**config.mk**
```make
export PLATFORM = sky130hd
export DESIGN_NAME = mult_share_ctrl
export DESIGN_NICKNAME = d
export VERILOG_FILES = /design/src/rtl/mult_share_ctrl_pkg.sv /design/src/rtl/mult_share_ctrl_rr_arbiter.sv /design/src/rtl/mult_share_ctrl.sv
export SDC_FILE = /design/constraint.sdc
export NUM_CORES = 1
export LEC_CHECK = 0
export ABC_AREA = 1
export BUFFER_PORTS_ARGS = -buffer_cell sky130_fd_sc_hd__buf_4
export CELL_PAD_IN_SITES_DETAIL_PLACEMENT = 0
export CELL_PAD_IN_SITES_GLOBAL_PLACEMENT = 1
export CORE_UTILIZATION = 30
export DETAILED_ROUTE_END_ITERATION = 12
export PLACE_DENSITY = 0.78
export SLEW_MARGIN = 20
export SYNTH_ARGS = -nofsm -noshare
export SYNTH_HDL_FRONTEND = slang
export SYNTH_SLANG_ARGS = --single-unit
```
**constraint.sdc**
```tcl
create_clock -name clk -period 2 [get_ports clk]
set_input_delay 0.2 -clock clk [delete_from_list [all_inputs] [get_ports clk]]
set_output_delay 0.2 -clock clk [all_outputs]
set_load 0.05 [all_outputs]
```
**src/rtl/mult_share_ctrl_pkg.sv**
```systemverilog
// Shared state type and helpers for the multiplier-sharing sequencer.
// Counter widths are derived from TIMEOUT / LOAD_CYCLES through cnt_w().
package mult_share_pkg;

    typedef enum logic [1:0] {
        IDLE = 2'd0,
        LOAD = 2'd1,
        RUN  = 2'd2,
        RESP = 2'd3
    } state_e;

    localparam int MAX_REQ         = 8;
    localparam int DEF_LOAD_CYCLES = 2;
    localparam int DEF_TIMEOUT     = 64;

    // Bits needed by a down-counter that starts at n-1.
    function automatic int cnt_w(input int n);
        return (n <= 2) ? 1 : $clog2(n);
    endfunction

    // First set bit of req at or above ptr, wrapping modulo n.
    function automatic int rr_next(input logic [MAX_REQ-1:0] req, input int ptr, input int n);
        int idx;
        rr_next = ptr;
        for (int k = MAX_REQ - 1; k >= 0; k--) begin
            if (k < n) begin
                idx = (ptr + k) % n;
                if (req[idx[2:0]]) begin
                    rr_next = idx;
                end
            end
        end
    endfunction

endpackage

```
**src/rtl/mult_share_ctrl_rr_arbiter.sv**
```systemverilog
// Combinational round-robin picker: lowest requester at or after ptr_i wins.
module rr_arbiter
    import mult_share_pkg::*;
#(
    parameter int N_REQ = 4,
    parameter int IDX_W = $clog2(N_REQ)
) (
    input  logic [N_REQ-1:0] req_i,
    input  logic [IDX_W-1:0] ptr_i,
    output logic [N_REQ-1:0] grant_o,
    output logic [IDX_W-1:0] index_o,
    output logic             any_o
);

    int sel;

    always_comb begin
        sel     = rr_next(MAX_REQ'(req_i), int'(ptr_i), N_REQ);
        any_o   = |req_i;
        index_o = IDX_W'(sel);
        grant_o = any_o ? (N_REQ'(1) << index_o) : '0;
    end

endmodule

```
**src/rtl/mult_share_ctrl.sv**
```systemverilog
// Time-shares one shift-add multiplier among N_REQ requesters with
// round-robin grant, start pulse, end_op timeout and per-requester response.
//
// state | meaning
// IDLE  | multiplier held in reset, waiting for a request to grant
// LOAD  | operands applied, mul_rst held for LOAD_CYCLES cycles
// RUN   | multiplier running, waiting for end_op or timeout
// RESP  | response offered to the owner until it takes it
module mult_share_ctrl
    import mult_share_pkg::*;
#(
    parameter int N_REQ       = 4,
    parameter int W           = 8,
    parameter int LOAD_CYCLES = DEF_LOAD_CYCLES,
    parameter int TIMEOUT     = DEF_TIMEOUT
) (
    input  logic                       clk,
    input  logic                       rst_n,
    input  logic [N_REQ-1:0]           req_valid,
    output logic [N_REQ-1:0]           req_ready,
    input  logic [N_REQ*W-1:0]         req_a,
    input  logic [N_REQ*W-1:0]         req_b,
    output logic [N_REQ-1:0]           rsp_valid,
    input  logic [N_REQ-1:0]           rsp_ready,
    output logic [2*W-1:0]             rsp_result,
    output logic                       rsp_err,
    output logic                       mul_rst,
    output logic [W-1:0]               mul_a,
    output logic [W-1:0]               mul_b,
    input  logic [2*W-1:0]             mul_result,
    input  logic                       mul_end_op,
    output logic                       busy,
    output logic [$clog2(N_REQ)-1:0]   grant_id
);

    localparam int IDX_W = $clog2(N_REQ);
    localparam int LD_W  = cnt_w(LOAD_CYCLES);
    localparam int RUN_W = cnt_w(TIMEOUT);
    localparam logic [LD_W-1:0]  LD_LAST   = LD_W'(LOAD_CYCLES - 1);
    localparam logic [RUN_W-1:0] RUN_FIRST = RUN_W'(TIMEOUT - 1);

    state_e           state_q, state_d;
    logic [W-1:0]     mul_a_q, mul_a_d;
    logic [W-1:0]     mul_b_q, mul_b_d;
    logic [IDX_W-1:0] grant_q, grant_d;
    logic [IDX_W-1:0] rr_ptr_q, rr_ptr_d;
    logic [LD_W-1:0]  ld_cnt_q, ld_cnt_d;
    logic [RUN_W-1:0] run_cnt_q, run_cnt_d;
    logic [2*W-1:0]   result_q, result_d;
    logic             err_q, err_d;

    logic [N_REQ-1:0] arb_grant;
    logic [IDX_W-1:0] arb_idx;
    logic             arb_any;

    rr_arbiter #(
        .N_REQ (N_REQ),
        .IDX_W (IDX_W)
    ) u_arb (
        .req_i   (req_valid),
        .ptr_i   (rr_ptr_q),
        .grant_o (arb_grant),
        .index_o (arb_idx),
        .any_o   (arb_any)
    );

    always_ff @(posedge clk or negedge rst_n) begin
        if (!rst_n) begin
            state_q   <= IDLE;
            mul_a_q   <= '0;
            mul_b_q   <= '0;
            grant_q   <= '0;
            rr_ptr_q  <= '0;
            ld_cnt_q  <= '0;
            run_cnt_q <= '0;
            result_q  <= '0;
            err_q     <= 1'b0;
        end else begin
            state_q   <= state_d;
            mul_a_q   <= mul_a_d;
            mul_b_q   <= mul_b_d;
            grant_q   <= grant_d;
            rr_ptr_q  <= rr_ptr_d;
            ld_cnt_q  <= ld_cnt_d;
            run_cnt_q <= run_cnt_d;
            result_q  <= result_d;
            err_q     <= err_d;
        end
    end

    always_comb begin
        state_d   = state_q;
        mul_a_d   = mul_a_q;
        mul_b_d   = mul_b_q;
        grant_d   = grant_q;
        rr_ptr_d  = rr_ptr_q;
        ld_cnt_d  = ld_cnt_q;
        run_cnt_d = run_cnt_q;
        result_d  = result_q;
        err_d     = err_q;
        req_ready = '0;
        rsp_valid = '0;
        case (state_q)
            IDLE: begin
                if (arb_any) begin
                    req_ready = arb_grant;
                    mul_a_d   = req_a[arb_idx*W +: W];
                    mul_b_d   = req_b[arb_idx*W +: W];
                    grant_d   = arb_idx;
                    rr_ptr_d  = (arb_idx == IDX_W'(N_REQ - 1)) ? '0 : arb_idx + 1'b1;
                    ld_cnt_d  = LD_LAST;
                    state_d   = LOAD;
                end
            end
            LOAD: begin
                if (ld_cnt_q == '0) begin
                    run_cnt_d = RUN_FIRST;
                    state_d   = RUN;
                end else begin
                    ld_cnt_d = ld_cnt_q - 1'b1;
                end
            end
            RUN: begin
                // end_op can still be stale from the previous operation in the first RUN cycle
                if (mul_end_op && (run_cnt_q != RUN_FIRST)) begin
                    result_d = mul_result;
                    err_d    = 1'b0;
                    state_d  = RESP;
                end else if (run_cnt_q == '0) begin
                    result_d = '0;
                    err_d    = 1'b1;
                    state_d  = RESP;
                end else begin
                    run_cnt_d = run_cnt_q - 1'b1;
                end
            end
            RESP: begin
                rsp_valid[grant_q] = 1'b1;
                if (rsp_ready[grant_q]) begin
                    state_d = IDLE;
                end
            end
            default: state_d = IDLE;
        endcase
    end

    assign mul_rst    = (state_q == IDLE) || (state_q == LOAD);
    assign busy       = (state_q != IDLE);
    assign mul_a      = mul_a_q;
    assign mul_b      = mul_b_q;
    assign grant_id   = grant_q;
    assign rsp_result = result_q;
    assign rsp_err    = err_q;

endmodule

```
==> impl_metrics.tcl <==
set metrics [dict create \
    status "finished with violations" \
    violations "negative setup slack" \
    hp-class "in2reg" \
    dieArea_um2 10000 \
    synth_commonest_cells "nand2_1 (105), nand3_1 (94), inv_1 (57), dfrtp_1 (46), o22ai_1 (16)" \
    intPower_mw 3.868 \
    vdd_drop_max_mv 0.8905 \
    layout_setup_ws_ps -221.6 \
    synth.distinct_cells 31 \
    initial_core_util 0.3104 \
    path_buf_inv 3 \
    path_max_fanout 4 \
    synth_top_area_share 0.3995 \
    p_sw_frac 0.5491 \
    cts.sinks 46 \
    gr-total-overflow 0 \
    core_um2 9284 \
    rows 35 \
    clk_pin_slew_worst_paths_ps 90 \
    firstDrtPassIters 4 \
    synth_largest_area_cell "dfrtp_1" \
    fp.dieW_um 100.0 \
    grt_pass1_vias 3089 \
    p_leak_nw 2.312 \
    path_cells "buf_12, nand2_1, nand2_2, nand2_1, nand2_1, nand2_1, nand2_2, nand2_2, nand2_4, nand2_8, ha_4, inv_2, nor2_4, buf_6" \
    fin_crit_sh 1.111 \
    finalHoldViolations 0 \
    gp_congestion 0.7818 \
    area_delta_synth_final_pct 51.37 \
    powerDensity_nw_per_um2 1967 \
    crit_slowest_cell "dfrtp_2" \
    ys_seq_elements 46 \
    multiInputGateArea_um2 1470 \
    dp_hpwl_um 6360 \
    drive_gt1_frac 0.3635 \
    max_slew_margin 0.6021 \
    fin_skew_ps 9.963 \
    worstSetupStartpointType "flip-flop" \
    grt_usage 0.1792 \
    cts.path.max_buffers 2 \
    whs_ps 153.8 \
    slew_viol_final 0 \
    r2r_start "rr_ptr_q[0]" \
    regArea_um2 1152 \
    layout.cells.non_filler 671 \
    clk_latency_ps 300 \
    root_buffer "clkbuf_8" \
    io_pins 136 \
    hold_start "mul_result[10]" \
    synth-async-reset-ratio 1.000 \
    synth-edff-count 0 \
    synthCells 399 \
    power.share.clock 0.085 \
    setup_viol 6 \
    drt_wl_total_um 8608 \
    num-fill-cells 979 \
    seq_area_frac_synth 0.3995 \
    synth.avg_cell_area_um2 7.222 \
    cts_tree "done" \
    cp.arrival_ps 2020 \
    syn_nets 498 \
    cpMostUsedCell "nand2_1" \
    final.min_clock_period_ps 2222 \
    fin_setup_tns_ps -838.1 \
    antenna_left 0 \
    path_class "reg2out" \
    power_switching_mw 4.710 \
    place_inst 658 \
    post-route-drc-count 0 \
    startpoint "rr_ptr_q[0]" \
    cp.required_ps 1800 \
    die_y_um 100.0 \
    antenna_found_initial 0 \
    numCtsBuffers 5 \
    cap_violations 0 \
    grt_pass1_wl_um 14350 \
    rsz0062_at_grt "yes" \
    antenna_cells 0 \
    p_seq_frac 0.192 \
    synth_ff_type "dfrtp_1" \
    pwr-share-comb 0.723 \
    grt_max_degree 47 \
    fmax_mhz 450.1 \
    htreeDepth 2 \
    synth_most_common_cell "nand2_1" \
    vias_per_cell 4.644 \
    layout.nets 640 \
    wl_per_cell_um 12.83 \
    worst_pin_slew_ps 596.9 \
    yosysWarnings 0 \
    drt_iter0_markers 66 \
    cpPeakStageDelay_ps 480 \
    port_buffers 135 \
    num_vias 3116 \
    syn_area_um2 2882 \
    ys_top_cells_by_area "dfrtp_1 (40%), nand3_1 (16%), nand2_1 (14%)" \
    end_kind "primary output" \
    cpLargestDelayFamily "simple AND/OR/NAND/NOR gates" \
]
power groups by stage:
stage,registers [mW],logic (mW),clock network [mW]
4_1_cts,1.65,6.21,0.761
2_1_floorplan,2.72,3.28,0
5_1_grt,1.70,6.80,0.805
3_3_place_gp,1.65,5.87,0
6_report,1.65,6.20,0.726
3_5_place_dp,1.66,5.93,0
cells by family (layout without fill, tap and decap cells):
| group | after synthesis | count (layout) | synth area share |
|---|---|---|---|
| flip-flops | 46 | 46 | 0.3995 |
| buffers and inverters | 79 | 222 | 0.1216 |
| AND/OR/NAND/NOR | 231 | 231 | 0.3700 |
| AO/OA/AOI/OAI | 34 | 34 | 0.07122 |
| XOR/XNOR | 1 | 1 | 0.003040 |
| adder cells (fa/ha/maj) | 8 | 8 | 0.03474 |
layout make-up:
class                   count  area share
flip-flops and latches     46      0.2642
well taps                 129     0.03701
clock buffers               5     0.01578
inverters                  61     0.05622
repair buffers            153      0.2785
clock inverters             3     0.01119
multi-input cells         274      0.3371
flip-flops by register name, summed over array words and instances, names as in the netlist:
name        cells
run_cnt_q       6
ld_cnt_q        1
rsp_result     16
rr_ptr_q        2
rsp_err         1
mul_a           8
grant_id        2
mul_b           8
state_q         2
through the flow:
stage               utilization  worst slack, ps  area, um^2  total power, mW
CTS                      0.4681           -203.2        4345            8.621
finish                   0.4698           -221.6        4362            8.578
global route             0.4698           -369.2        4362            9.313
detailed placement       0.4423           -5.147        4106            7.599
floorplan                     -           -167.4        2925            5.997
global placement         0.4423            61.05        4106            7.520
routing by layer:
metal / track usage / part of all wire
met5: 0 / 0
met2: 0.3162 / 0.47
met4: 0.04459 / 0.014
met1: 0.2158 / 0.43
met3: 0.04944 / 0.080
layout by cell type, fill, tap and decap left out, types with 5 or more instances in the layout:
cell type / Yosys / final
buf_4: 3 / 144
nand2_1: 105 / 98
nand3_1: 94 / 93
inv_1: 57 / 53
dfrtp_1: 46 / 45
o22ai_1: 16 / 16
nand2_2: 2 / 9
o21ai_0: 9 / 9
nor2_4: 1 / 7
nor3_1: 6 / 6
nor2_1: 12 / 6
ha_1: 8 / 6
clkbuf_8: 0 / 5
worst register-to-register path: cells and delay by family, from the launching register on:
family        cells  cell delay (ps)
buf+inv           2              450
flops             1              480
simple gates     13             1050
what timing repair did:
action	4_1_cts	5_1_grt
resized for setup	19	7
hold buffers	1	0
buffers inserted	5	1
endpoints found under the hold margin	46	0
pin swaps	6	5
endpoints found under the setup margin	7	20
worst paths after layout:
path / to / slack (ps) / cells past startpoint
worst max-delay path: req_ready[3] / -220 / 14
worst min-delay path: rsp_result[10] / 150 / 3
worst max register to register: mul_a[5] / -40 / 15
worst min register to register: mul_a[0] / 490 / 2
max in group asynchronous: rr_ptr_q[0] / 1120 / 2
min in group asynchronous: grant_id[1] / 440 / 2
Note: power is estimated with default switching activity, not from simulation.
